`src/rtl/cavlc_shift_ctrl.sv`:
```
// Shift sequencer/arbiter for the CAVLC bitstream barrel shifter: cold-start fill,
// then round-robin shift grants to four syntax-element decoders under a bit budget.
module cavlc_shift_ctrl (
   input  logic        Clk,
   input  logic        nReset,
   input  logic        Start,
   input  logic        Stop,
   input  logic [23:0] BitBudget,
   input  logic [3:0]  Req,
   input  logic [19:0] ReqLen,
   output logic [3:0]  Grant,
   output logic        WindowValid,
   output logic        ShifterEnable,
   output logic        ShiftEn,
   output logic [4:0]  NumShift,
   input  logic        ShifterReady,
   output logic [23:0] BitsUsed,
   output logic        Busy,
   output logic        Done,
   output logic        Overrun,
   output logic        LenError
);
   localparam int NUM_REQ = 4;
   localparam int MAX_LEN = 16;

   typedef enum logic [2:0] {IDLE, FILL, SETTLE, RUN, SHIFT, END} state_t;

   state_t                   state;
   logic [1:0]               ptr;
   logic [23:0]              budget;
   logic [NUM_REQ-1:0][4:0]  lens;
   logic                     winFound;
   logic [1:0]               win;
   logic [4:0]               winLen;
   logic [24:0]              sum;
   logic                     overBudget;

   assign lens = ReqLen;

   // Walk offsets high to low so the requester closest to the pointer wins.
   always_comb begin
      winFound = 1'b0;
      win      = ptr;
      for (int k = NUM_REQ - 1; k >= 0; k--) begin
         if (Req[ptr + 2'(k)]) begin
            winFound = 1'b1;
            win      = ptr + 2'(k);
         end
      end
      winLen     = lens[win];
      sum        = {1'b0, BitsUsed} + 25'(winLen);
      overBudget = sum > {1'b0, budget};
   end

   always_ff @(posedge Clk or negedge nReset) begin
      if (!nReset) begin
         state         <= IDLE;
         ptr           <= '0;
         budget        <= '0;
         Grant         <= '0;
         WindowValid   <= 1'b0;
         ShifterEnable <= 1'b0;
         ShiftEn       <= 1'b0;
         NumShift      <= '0;
         BitsUsed      <= '0;
         Busy          <= 1'b0;
         Done          <= 1'b0;
         Overrun       <= 1'b0;
         LenError      <= 1'b0;
      end else begin
         Grant    <= '0;
         ShiftEn  <= 1'b0;
         NumShift <= '0;
         Done     <= 1'b0;
         case (state)
            IDLE: begin
               if (Start) begin
                  budget        <= BitBudget;
                  BitsUsed      <= '0;
                  Overrun       <= 1'b0;
                  LenError      <= 1'b0;
                  ShifterEnable <= 1'b1;
                  Busy          <= 1'b1;
                  state         <= FILL;
               end
            end
            FILL: begin
               if (Stop) begin
                  Done  <= 1'b1;
                  state <= END;
               end else if (ShifterReady) begin
                  state <= SETTLE;
               end
            end
            SETTLE: begin
               WindowValid <= 1'b1;
               state       <= RUN;
            end
            RUN: begin
               if (Stop) begin
                  Done        <= 1'b1;
                  WindowValid <= 1'b0;
                  state       <= END;
               end else if (winFound) begin
                  if (winLen > 5'(MAX_LEN)) begin
                     LenError    <= 1'b1;
                     Done        <= 1'b1;
                     WindowValid <= 1'b0;
                     state       <= END;
                  end else if (overBudget) begin
                     Overrun     <= 1'b1;
                     Done        <= 1'b1;
                     WindowValid <= 1'b0;
                     state       <= END;
                  end else begin
                     Grant[win]  <= 1'b1;
                     ShiftEn     <= 1'b1;
                     NumShift    <= winLen;
                     BitsUsed    <= sum[23:0];
                     ptr         <= win + 2'd1;
                     WindowValid <= 1'b0;
                     state       <= SHIFT;
                  end
               end
            end
            SHIFT: state <= SETTLE;
            END: begin
               ShifterEnable <= 1'b0;
               Busy          <= 1'b0;
               state         <= IDLE;
            end
            default: state <= IDLE;
         endcase
      end
   end
endmodule

```
`config.mk`:
```
export PLATFORM = sky130hd
export DESIGN_NAME = cavlc_shift_ctrl
export DESIGN_NICKNAME = d
export VERILOG_FILES = /design/src/rtl/cavlc_shift_ctrl.sv
export SDC_FILE = /design/constraint.sdc
export NUM_CORES = 1
export LEC_CHECK = 0
export BUFFER_PORTS_ARGS = -buffer_cell sky130_fd_sc_hd__buf_2
export CORE_MARGIN = 2
export CORE_UTILIZATION = 50
export DETAILED_ROUTE_END_ITERATION = 8
export PLACE_DENSITY = 0.8
export SLEW_MARGIN = 30
export SYNTH_ARGS = -nofsm -noshare
export SYNTH_HDL_FRONTEND = slang
export SYNTH_SLANG_ARGS = --single-unit
```
`constraint.sdc`:
```
create_clock -name Clk -period 6.95 [get_ports Clk]
set_input_delay 1.7375 -clock Clk [delete_from_list [all_inputs] [get_ports Clk]]
set_output_delay 1.7375 -clock Clk [all_outputs]
set_load 0.005 [all_outputs]
```
==> results.cfg <==
[worst_hold_path]
holdPathStages = 2
hp-class = reg -> reg

[yosys]
syn_avg_cell_area_um2 = 9.10
synth_flop_cell = dfrtp_1
synth_area_leaders = dfrtp_1, ha_1, nand2_1
synthCells = 459
post-synth-top-count-cell = dfrtp_1
synthTopCellsByCount = dfrtp_1, nand2_1, inv_1
netlist_area_um2 = 4180
synth_top_area_frac = 0.407
seq_area_frac_synth = 0.407
yosysUniqueCellTypes = 50
synth-edff-count = 0
yosysWarnings = 0
synth-seq-cells = 68
async_flop_share = 1.00
syn-num-nets = 546
synth_top_area_cell = dfrtp_1

[floorplan]
num_rows = 33
start_util = 0.511
die_height_um = 95.4
ioPinCount = 93
die_area_um2 = 9100
core-area_um2 = 8180
die_w_um = 95.4

[placement]
io_buffers = 92
dpl-instance-area_um2 = 4800
dp_slack_ns = -0.228
dp_hpwl_mm = 7.51
gp_congestion = 0.895

[clock_network]
cts_tree = yes
clk_pin_slew_ns = 0.08
cts_root_buffer = clkbuf_8
htreeDepth = 3
cts.sinks = 68
clock_latency_ns = 0.36
postCtsHoldBufs = 0
clk_path_buf_depth = 2
cts_buffers = 9

[sta]
worst_slack_ns = 0.262
fin_skew_ns = 0.0105
fin_crit_sh = 0.962
holdWs_ns = 0.516
hold_viol_final = 0
fmax_mhz = 150
drv_slew = 0
worst_pin_slew_ns = 0.692
final-setup-viol-count = 0
min_period_ns = 6.69
slew_headroom = 0.534
finalSetupTns_ns = 0

[routing]
vias_per_cell = 5.54
ant_nets = 0
drt_iter0_markers = 258
vias = 3734
drc = 0
routed_wl_mm = 10.3
wl_per_cell_um = 15.3
first_pass_iters = 4

[power_and_ir_drop]
total_power_uw = 1760
vdd_drop_max_mv = 0.173
power.density_nw_per_um2 = 343
p_leak_uw = 0.00254

[setup_path]
end_kind = flop
cp.required_ns = 7.18
worstSetupPathType = in -> reg
start_kind = primary input
crit_fanout = 8
arrival_ns = 6.92
reg2regPathDepth = 25

[grt]
antenna_found_initial = 0
grt_max_degree = 69
grt_pass1_wl_mm = 16.5
grt_pass1_vias = 3591
grt_overflow = 0
track_usage = 0.232

[final_layout]
fillCellCount = 650
final_layout_size_suffix_gt1_frac = 0.255
n_antenna_cell = 0
seqCellArea_um2 = 1700
final_nets = 651
area_growth_pct = 22.8
multi_input_area_um2 = 2260
design_area_um2 = 5130

[job]
maxCapViolCount = 0

[status]
status = complete, no violations
==> critical path, cell delays in order <==
cell	delay (ns)
buf_2	0.12
nor2b_1	0.14
nor4_1	0.28
nand2b_4	0.21
inv_2	0.08
a21oi_1	0.16
a22oi_2	0.12
ha_1	0.22
fa_1	0.46
a211oi_2	0.29
nor2_1	0.10
nor2_1	0.18
nor3_2	0.09
and2_1	0.20
xnor2_1	0.14
ha_1	0.29
and4_1	0.26
nand3_1	0.18
nor4_2	0.22
mux2i_1	0.12
a32o_1	0.29
o21a_1	0.21
or4_1	0.39
buf_4	0.19
o211ai_2	0.14
o31ai_1	0.11
==> cell families (layout without fill, tap and decap cells) <==
family / Yosys count / after routing / synth area share
AO/OA/AOI/OAI: 103 / 103 / 0.164
XOR/XNOR: 22 / 22 / 0.0461
adder cells (fa/ha/maj): 34 / 34 / 0.104
buffers and inverters: 64 / 174 / 0.0644
flip-flops: 68 / 68 / 0.407
multiplexers: 18 / 18 / 0.0431
AND/OR/NAND/NOR: 150 / 150 / 0.172
==> placed cells by master, fill, tap and decap left out, drive strengths merged, types with 3 or more instances in the layout <==
cell type	n
buf	108
o211ai	8
nand4	6
a21o	4
bufinv	3
a22oi	4
o21ai	35
mux2i	18
and3	3
nor3	7
and2	10
o31ai	8
nand3	15
nor2	20
inv	50
nor4	4
ha	33
nor2b	6
a211oi	4
nand2	65
a21oi	27
xnor2	18
xor2	4
dfrtp	68
clkbuf	11
==> final cells by class <==
cell class                 count  share of cell area
tap                          105              0.0256
inverter                      50              0.0366
clock inverter                 5              0.0195
sequential                    68               0.332
multi-input combinational    327               0.441
timing repair buffer         108               0.120
clock buffer                  11              0.0256
==> where the power goes <==
group	internal, µW	total, µW	switching, µW
logic	327	804	477
registers	500	563	63.1
clock network	237	391	153
total	1060	1760	693
==> path summary, 6_finish.rpt <==
path / from / to / slack [ns]
worst max-delay path: Req[0] / BitsUsed[19]$_DFFE_PN0P_ / 0.26
worst min-delay path: Overrun$_DFFE_PN0P_ / Overrun$_DFFE_PN0P_ / 0.52
worst max register to register: ptr[1]$_DFFE_PN0P_ / BitsUsed[19]$_DFFE_PN0P_ / 1.34
worst min register to register: Overrun$_DFFE_PN0P_ / Overrun$_DFFE_PN0P_ / 0.52
max in group asynchronous: nReset / Busy$_DFFE_PN0P_ / 5.06
min in group asynchronous: nReset / BitsUsed[21]$_DFFE_PN0P_ / 1.35
==> metal layers <==
layer / GRT usage / up-vias / wire, µm
li1: - / 1794 / -
met1: 0.315 / 1806 / 4540
met2: 0.379 / 111 / 5060
met3: 0.0466 / 23 / 513
met4: 0.0702 / 0 / 225
met5: 0 / - / 0
==> stage by stage <==
stage	utilization	cells
6_report	0.627	674
5_1_grt	0.627	674
4_1_cts	0.615	671
3_5_place_dp	0.587	655
3_3_place_gp	0.587	655
2_1_floorplan	-	459
==> timing repair <==
action                     in CTS  in global routing
resized for setup               0                 12
setup endpoints to repair       0                 34
buffers inserted                0                  2
==> flip-flops by register name, indices dropped and copies added (netlist names) <==
register and count:
NumShift 5, ptr 2, Done 1, ShiftEn 1
budget 24, Overrun 1, Grant 4, BitsUsed 24
Busy 1, WindowValid 1, LenError 1, state 3
No activity file was read; power rests on OpenSTA's default activity.
